**config.mk**
```make
export PLATFORM = sky130hd
export DESIGN_NAME = alorium_lfsr_gen
export DESIGN_NICKNAME = d
export VERILOG_FILES = /design/src/rtl/alorium_lfsr_pkg.sv /design/src/rtl/alorium_lfsr_hb.sv /design/src/rtl/alorium_lfsr_gen.sv
export SDC_FILE = /design/constraint.sdc
export NUM_CORES = 1
export LEC_CHECK = 0
export ABC_AREA = 1
export CAP_MARGIN = 20
export CORE_MARGIN = 1.5
export CORE_UTILIZATION = 40
export DETAILED_ROUTE_END_ITERATION = 8
export MAX_ROUTING_LAYER = met4
export SLEW_MARGIN = 20
export SYNTH_ARGS = -nofsm -noshare
export SYNTH_HDL_FRONTEND = slang
export SYNTH_SLANG_ARGS = --single-unit
```
**constraint.sdc**
```tcl
create_clock -name clk -period 3.54 [get_ports clk]
set_input_delay 0.531 -clock clk [delete_from_list [all_inputs] [get_ports clk]]
set_output_delay 0.531 -clock clk [all_outputs]
set_load 0.03 [all_outputs]
```
**src/rtl/alorium_lfsr_pkg.sv**
```systemverilog
// Shared definitions for the LFSR word generator: FSM encoding, step clamp
// and known maximal-length Fibonacci tap masks.
package alorium_lfsr_pkg;

    typedef enum logic [1:0] {
        IDLE  = 2'd0,
        SHIFT = 2'd1,
        VALID = 2'd2
    } lfsr_state_t;

    localparam logic [7:0]  TAPS_8  = 8'hB8;
    localparam logic [15:0] TAPS_16 = 16'hB400;
    localparam logic [31:0] TAPS_32 = 32'h80200003;

    // Zero steps would never finish a word, and more than WIDTH adds nothing new.
    function automatic int unsigned clamp_steps(input int unsigned steps,
                                                input int unsigned width);
        if (steps == 0) begin
            return 1;
        end
        if (steps > width) begin
            return width;
        end
        return steps;
    endfunction

endpackage

```
**src/rtl/alorium_lfsr_hb.sv**
```systemverilog
// Liveness heartbeat: toggles after a selectable number of shift cycles.
module alorium_lfsr_hb
    import alorium_lfsr_pkg::*;
#(
    parameter int unsigned HB_SHORT = 10,
    parameter int unsigned HB_LONG  = 10000000
) (
    input  logic clk,
    input  logic reset_n,
    input  logic tick,
    input  logic long_hb,
    output logic heartbeat
);

    localparam int unsigned HB_MAX = (HB_LONG > HB_SHORT) ? HB_LONG : HB_SHORT;
    localparam int unsigned CW     = $clog2(HB_MAX + 1);
    localparam logic [CW-1:0] SHORT_M1 = CW'(HB_SHORT - 1);
    localparam logic [CW-1:0] LONG_M1  = CW'(HB_LONG - 1);

    logic [CW-1:0] r_cnt;
    logic          r_hb;
    logic [CW-1:0] w_limit;

    assign w_limit   = long_hb ? LONG_M1 : SHORT_M1;
    assign heartbeat = r_hb;

    // Compare with >= so a switch to the shorter period wraps on the next shift.
    always_ff @(posedge clk or negedge reset_n) begin
        if (!reset_n) begin
            r_cnt <= '0;
            r_hb  <= 1'b0;
        end else if (tick) begin
            if (r_cnt >= w_limit) begin
                r_cnt <= '0;
                r_hb  <= ~r_hb;
            end else if (r_cnt != '1) begin
                r_cnt <= r_cnt + 1'b1;
            end
        end
    end

endmodule

```
**src/rtl/alorium_lfsr_gen.sv**
```systemverilog
// Programmable Fibonacci LFSR that emits one WIDTH-bit word per request
// over a valid/ready output, plus a board-level heartbeat.
module alorium_lfsr_gen
    import alorium_lfsr_pkg::*;
#(
    parameter int unsigned       WIDTH        = 16,
    parameter logic [WIDTH-1:0]  DEFAULT_TAPS = TAPS_16,
    parameter int unsigned       HB_SHORT     = 10,
    parameter int unsigned       HB_LONG      = 10000000
) (
    input  logic                       clk,
    input  logic                       reset_n,
    input  logic                       enable,
    input  logic                       new_seed,
    input  logic [WIDTH-1:0]           seed,
    input  logic                       taps_we,
    input  logic [WIDTH-1:0]           taps,
    input  logic [$clog2(WIDTH+1)-1:0] steps,
    input  logic                       long_hb,
    output logic                       out_valid,
    input  logic                       out_ready,
    output logic [WIDTH-1:0]           out_data,
    output logic                       busy,
    output logic                       heartbeat
);

    localparam int unsigned SW = $clog2(WIDTH + 1);

    lfsr_state_t      r_state;
    logic [WIDTH-1:0] r_lfsr;
    logic [WIDTH-1:0] r_taps;
    logic [SW-1:0]    r_rem;
    logic             r_valid;
    logic [WIDTH-1:0] r_data;
    logic             r_busy;

    logic             w_fb;
    logic [WIDTH-1:0] w_next;
    logic [WIDTH-1:0] w_seed;
    logic [WIDTH-1:0] w_taps_wr;
    logic [SW-1:0]    w_clamped;
    logic             w_tick;

    assign w_fb      = ^(r_lfsr & r_taps);
    assign w_next    = {r_lfsr[WIDTH-2:0], w_fb};
    assign w_seed    = (seed == '0) ? WIDTH'(1) : seed;
    assign w_taps_wr = (taps == '0) ? DEFAULT_TAPS : taps;
    assign w_clamped = SW'(clamp_steps(32'(steps), WIDTH));
    assign w_tick    = (r_state == SHIFT);

    assign out_valid = r_valid;
    assign out_data  = r_data;
    assign busy      = r_busy;

    // A reseed overrides everything else and drops any word in flight.
    always_ff @(posedge clk or negedge reset_n) begin
        if (!reset_n) begin
            r_state <= IDLE;
            r_lfsr  <= WIDTH'(1);
            r_taps  <= DEFAULT_TAPS;
            r_rem   <= '0;
            r_valid <= 1'b0;
            r_data  <= '0;
            r_busy  <= 1'b0;
        end else if (new_seed) begin
            r_lfsr  <= w_seed;
            r_valid <= 1'b0;
            r_busy  <= 1'b0;
            r_state <= IDLE;
            if ((r_state == IDLE) && taps_we) begin
                r_taps <= w_taps_wr;
            end
        end else begin
            case (r_state)
                IDLE: begin
                    if (taps_we) begin
                        r_taps <= w_taps_wr;
                    end
                    if (enable) begin
                        r_rem   <= w_clamped;
                        r_busy  <= 1'b1;
                        r_state <= SHIFT;
                    end
                end
                SHIFT: begin
                    r_lfsr <= w_next;
                    r_rem  <= r_rem - 1'b1;
                    if (r_rem == SW'(1)) begin
                        r_data  <= w_next;
                        r_valid <= 1'b1;
                        r_busy  <= 1'b0;
                        r_state <= VALID;
                    end
                end
                VALID: begin
                    if (out_ready) begin
                        r_valid <= 1'b0;
                        if (enable) begin
                            r_rem   <= w_clamped;
                            r_busy  <= 1'b1;
                            r_state <= SHIFT;
                        end else begin
                            r_state <= IDLE;
                        end
                    end
                end
                default: begin
                    r_state <= IDLE;
                end
            endcase
        end
    end

    alorium_lfsr_hb #(
        .HB_SHORT (HB_SHORT),
        .HB_LONG  (HB_LONG)
    ) u_hb (
        .clk       (clk),
        .reset_n   (reset_n),
        .tick      (w_tick),
        .long_hb   (long_hb),
        .heartbeat (heartbeat)
    );

endmodule

```
### Word level (Yosys, flattened, before mapping)

Cells that the tools add are included.

| word-level totals | value |
|---|---|
| flip-flop bits (word level) | 82 |
| bits of input ports | 44 |
| word-level logic and storage cells | 82 |

| operators by class | value |
|---|---|
| add/sub/neg operators | 2 |
| order comparisons | 2 |
| eq/ne operators | 9 |
| multiplexer cells | 36 |
| bitwise gates (word level) | 3 |
| reduce and logical (&&, ||, !) cells | 21 |

Operators with widths:

| cell | number |
|---|---|
| $mux 16 | 8 |
| $mux 24 | 3 |
| $logic_not 16->1 | 2 |
| $mux 5 | 5 |
| $add 24x1->24 const B | 1 |
| $ge 24x24->1 | 1 |
| $ne 24x24->1 const B | 1 |
| $reduce_and 3->1 | 6 |
| $and 16x16->16 | 1 |
| $reduce_xor 16->1 | 1 |
| $pmux 5 s3 | 1 |
| $mux 1 | 12 |
| $ne 3x3->1 const B | 3 |
| $mux 2 | 4 |
| $reduce_bool 2->1 | 4 |
| $pmux 2 s3 | 1 |
| $reduce_bool 3->1 | 2 |
| $eq 5x1->1 const B | 1 |
| $gt 5x5->1 const B | 1 |
| $logic_not 5->1 | 1 |
| $sub 5x1->5 const B | 1 |
| $reduce_and 2->1 | 2 |
| $reduce_bool 4->1 | 1 |
| $pmux 1 s3 | 1 |
| 8 further kinds | 9 |

### Logic depth before layout (Yosys ltp)

| depth | value |
|---|---|
| depth after elaboration | 8 |
| gate-level depth with buffers | 14 |
| depth with buffers taken out | 13 |

### Hierarchy

A second synthesis with hierarchy kept.

| second synthesis, totals | value |
|---|---|
| cell total of the unflattened synthesis | 740 |
| area, all modules | 5216.3 um^2 |

By module, submodules not included:

| module | times used | cells each | area an instance (um^2) |
|---|---|---|---|
| alorium_lfsr_gen | 1 | 391 | 3030.4 |
| alorium_lfsr_hb | 1 | 349 | 2185.8 |

### Worst setup path before layout

Ideal clock, no wire load.

| timing | value |
|---|---|
| path type | input-to-reg |
| from | input port long_hb |
| to | register u_hb.r_cnt[18] |
| arrival | 1.993 ns |
| slack | 1.427 ns |
| cell stages on the path | 12 |
| buffers on the path | 1 |
| path through | inv_1 > ha_1 > nand2_1 > nor2_1 > nand2_1 > nor2_1 > nand2_1 > nand3_4 > nand2_4 > buf_2 > nand3_1 > nand2_1 |

| between the ends | value |
|---|---|
| longest elaborated chain between the ends | 4 |
| elaborated cells on any way between the ends | 5 |

Ends and longest elaborated chain:

| element | RTL line | text |
|---|---|---|
| start, declared | alorium_lfsr_gen.sv:19 | `input logic long_hb,` |
| $mux 24 * | alorium_lfsr_hb.sv:24 | `assign w_limit = long_hb ? LONG_M1 : SHORT_M1;` |
| $ge 24x24->1 * | alorium_lfsr_hb.sv:33 | `if (r_cnt >= w_limit) begin` |
| $reduce_bool 2->1 (no line) | - |  |
| $reduce_and 2->1 (no line) | - |  |
| end signal, assigned | alorium_lfsr_hb.sv:37 | `r_cnt <= r_cnt + 1'b1;` |
| end, declared | alorium_lfsr_hb.sv:20 | `logic [CW-1:0] r_cnt;` |

Mark *: on every way between the ends. The rest lies on a longest branch, timed or not.
A chain may end at the register's enable or synchronous reset.

### Worst setup path in the final report

| timing | value |
|---|---|
| from | input port long_hb |
| to | register u_hb.r_cnt[14] |

Same word-level chain as after synthesis.

==> flow_metrics.py <==
metrics = {
    "layout": {
        "nNetsFinal": 854,
        "diodes": 0,
        "drive_gt1_frac": 0.0478,
        "fin_area_mm2": 0.00626,
        "fillCellCount": 1285,
        "stdcell_count": 967,
        "syn2layout_area_growth_pct": 21.4,
    },
    "power_and_ir_drop": {
        "ir_drop_mv": 0.398,
        "power.static_leakage_uw": 0.00330,
        "p_total_uw": 4190,
        "power_density_mw_per_mm2": 669,
    },
    "placement": {
        "dp_cells": 951,
        "gp_congestion": 0.912,
        "dpl_cell_area_mm2": 0.00592,
        "hpwl_um": 9560,
        "portBuffers": 62,
    },
    "critical_path": {
        "slowest_stage": "clkdlybuf4s50_1",
        "worstPathArrival_ns": 2.87,
        "cp_top_family": "simple AND/OR/NAND/NOR gates",
        "reg2reg_from": "u_hb.r_cnt[0]",
        "crit_path_max_incr_delay_ns": 0.40,
        "crit_chain": "clkdlybuf4s50_1 > inv_1 > ha_1 > a21oi_1 > nand2_1 > a21oi_2 > nand3_4 > nor2_4 > nand2_1 > nand2_1",
        "worst_setup_path_end_kind": "flop",
        "critPathBufInv": 2,
        "crit_path_start_kind": "input pin",
        "worstPathRequired_ns": 3.83,
        "worstSetupPathType": "in2reg",
        "startpoint": "long_hb",
        "crit_fanout": 14,
        "cpMostUsedCell": "nand2_1",
    },
    "timing": {
        "timing.setup.tns_ns": 0,
        "whs_ns": 0.215,
        "rsz0062_at_grt": "false",
        "finClkSkew_ns": 0.00861,
        "min_period_ns": 2.58,
        "setup_violations": 0,
        "drv_slew": 0,
        "max-slew-margin-rel": 0.429,
        "tightest_slew_ns": 0.856,
        "fmax_mhz": 387,
        "hold_viol": 0,
        "period_share": 0.729,
    },
    "clock_network": {
        "worstSkewPairLatency_ns": 0.35,
        "cts_root_buf": "clkbuf_16",
        "cts_max_path_buffers": 2,
        "htreeDepth": 3,
        "cts_setup_buffers": 0,
        "clkTransAtPathRegs_ns": 0.06,
        "hold_buffers": 0,
        "post_cts_resized": 0,
        "cts_inserted_buffers": 9,
        "numClockSinks": 82,
        "cts_tree": "done",
    },
    "global_route": {
        "grt_max_degree": 83,
        "antenna_found_initial": 0,
        "grt_overflow": 0,
        "grtUsageTotal": 0.216,
        "grt_pass1_wl_um": 21900,
        "grt_pass1_vias": 4557,
    },
    "yosys": {
        "ys_seq_area_frac": 0.399,
        "netlist_area_mm2": 0.00516,
        "ys_warn_count": 0,
        "synth.distinct_cells": 39,
        "synth_seq_cells": 82,
        "synth_area_per_cell_um2": 7.05,
        "syn_inst": 732,
        "synth_nets": 796,
    },
    "drt": {
        "num_vias": 4788,
        "totalWireLength_um": 13100,
        "wl_per_cell_um": 13.6,
        "firstDrtPassIters": 5,
        "ant_nets": 0,
        "via_per_inst": 4.95,
        "route.detailed.drc": 0,
        "drt-initial-drc-count": 351,
    },
    "floorplan": {
        "die_y_um": 117,
        "start_util": 0.409,
        "io_pins": 63,
        "die_w_um": 117,
        "rows": 41,
        "dieArea_mm2": 0.0136,
        "core_mm2": 0.0126,
    },
    "run": {
        "cap_violations": 0,
    },
    "worst_hold_path": {
        "hold_path.class": "in2async",
    },
    "outcome": {
        "status": "completed",
    },
}
-- worst paths after layout --
| kind | end | slack, ns | cells past startpoint |
|---|---|---|---|
| max in group asynchronous | r_taps[7] | 2.79 | 1 |
| worst max register to register | u_hb.r_cnt[18] | 1.18 | 8 |
| min in group clk | r_taps[11] | 0.49 | 2 |
| worst min-delay path | r_rem[2] | 0.21 | 1 |
| worst min register to register | r_taps[11] | 0.49 | 2 |
| worst max-delay path | u_hb.r_cnt[14] | 0.96 | 10 |
-- report_power, final --
part	total (uW)	internal [uW]	leakage, uW	switching (uW)
combinational	1600	605	0.00210	995
clock	1100	695	0.000169	408
sequential	1490	1250	0.00103	237
-- Yosys cell counts --
cell type | count | area [um2]
inv_1 | 89 | 334
clkbuf_1 | 9 | 33.8
o221ai_1 | 14 | 123
xor2_1 | 15 | 131
nor3b_1 | 1 | 7.51
nand4_2 | 1 | 12.5
nand3_4 | 1 | 17.5
dfrtp_1 | 77 | 1930
o21ai_1 | 5 | 25.0
buf_2 | 5 | 25.0
nand4_1 | 11 | 68.8
or2_0 | 1 | 6.26
mux2_2 | 1 | 11.3
nand3_2 | 1 | 10.0
a211oi_1 | 1 | 7.51
o21bai_1 | 2 | 15.0
o211a_1 | 1 | 10.0
or2_2 | 1 | 6.26
a21oi_2 | 1 | 8.76
o21ai_0 | 19 | 95.1
nor3_1 | 5 | 25.0
buf_6 | 3 | 33.8
nand3b_1 | 3 | 22.5
o211ai_1 | 1 | 7.51
a21oi_1 | 17 | 85.1
nand2_1 | 278 | 1040
nor2_4 | 1 | 11.3
nor2_1 | 67 | 251
dfstp_2 | 5 | 131
a22oi_1 | 3 | 22.5
nor4_1 | 4 | 25.0
a221oi_1 | 1 | 8.76
nor2_2 | 2 | 12.5
xnor2_1 | 5 | 43.8
inv_2 | 4 | 15.0
ha_1 | 20 | 250
clkinv_1 | 1 | 3.75
nand3_1 | 54 | 270
nand2_4 | 2 | 22.5
-- routing by layer --
metal / share of wire / GRT usage
met1: 0.49 / 0.288
met2: 0.45 / 0.330
met3: 0.044 / 0.0332
met4: 0.022 / 0.0876
met5: 0 / -
-- flip-flops by register name, indices dropped and copies added, names as in the netlist --
signal,cells
u_hb.r_cnt,24
out_data,16
r_lfsr,16
r_taps,16
r_rem,5
r_state,2
busy,1
out_valid,1
u_hb.heartbeat,1
-- through the flow --
step | setup slack (ns) | utilization
after floorplan | 1.43 | -
after global placement | 0.702 | 0.469
after detailed placement | 0.603 | 0.469
after CTS | 0.969 | 0.496
after global routing | 0.752 | 0.496
final | 0.959 | 0.496
-- layout by cell type (no fill, tap or decap), types with 2 or more instances in the layout --
cell type	instances
o21ai_0	19
nand2_1	278
clkdlybuf4s50_1	61
a22oi_1	3
inv_2	4
nand3_1	54
buf_4	2
nor4_1	4
xnor2_1	5
clkbuf_16	9
nand2_4	2
dfstp_2	5
nand4_1	11
a21oi_1	17
o221ai_1	14
nor2_1	67
inv_1	89
dfrtp_1	77
nor2_2	2
nand3b_1	3
nor3_1	5
o21ai_1	5
xor2_1	15
ha_1	20
o21bai_1	2
bufinv_16	3
-- final cells by class --
cell class                      count  area, um2  share of cell area
Multi-Input combinational cell    539       2660               0.424
Sequential cell                    82       2060               0.329
Timing Repair Buffer               64        637               0.102
Inverter                           94        353              0.0563
Clock buffer                       10        229              0.0365
Tap cell                          172        215              0.0344
Clock inverter                      6        115              0.0184
-- cell families (layout without fill, tap and decap cells) --
logic type,Yosys count,count (layout),synth area share
xor gates and xnor gates,20,20,0.0339
AOI/OAI and AO/OA,65,65,0.0790
adders and majority gates,20,20,0.0485
and+or+nand+nor,433,433,0.351
buffers and inverters,111,174,0.0863
DFF,82,82,0.399
muxes,1,1,0.00218
No activity file was read; power rests on OpenSTA's default activity.
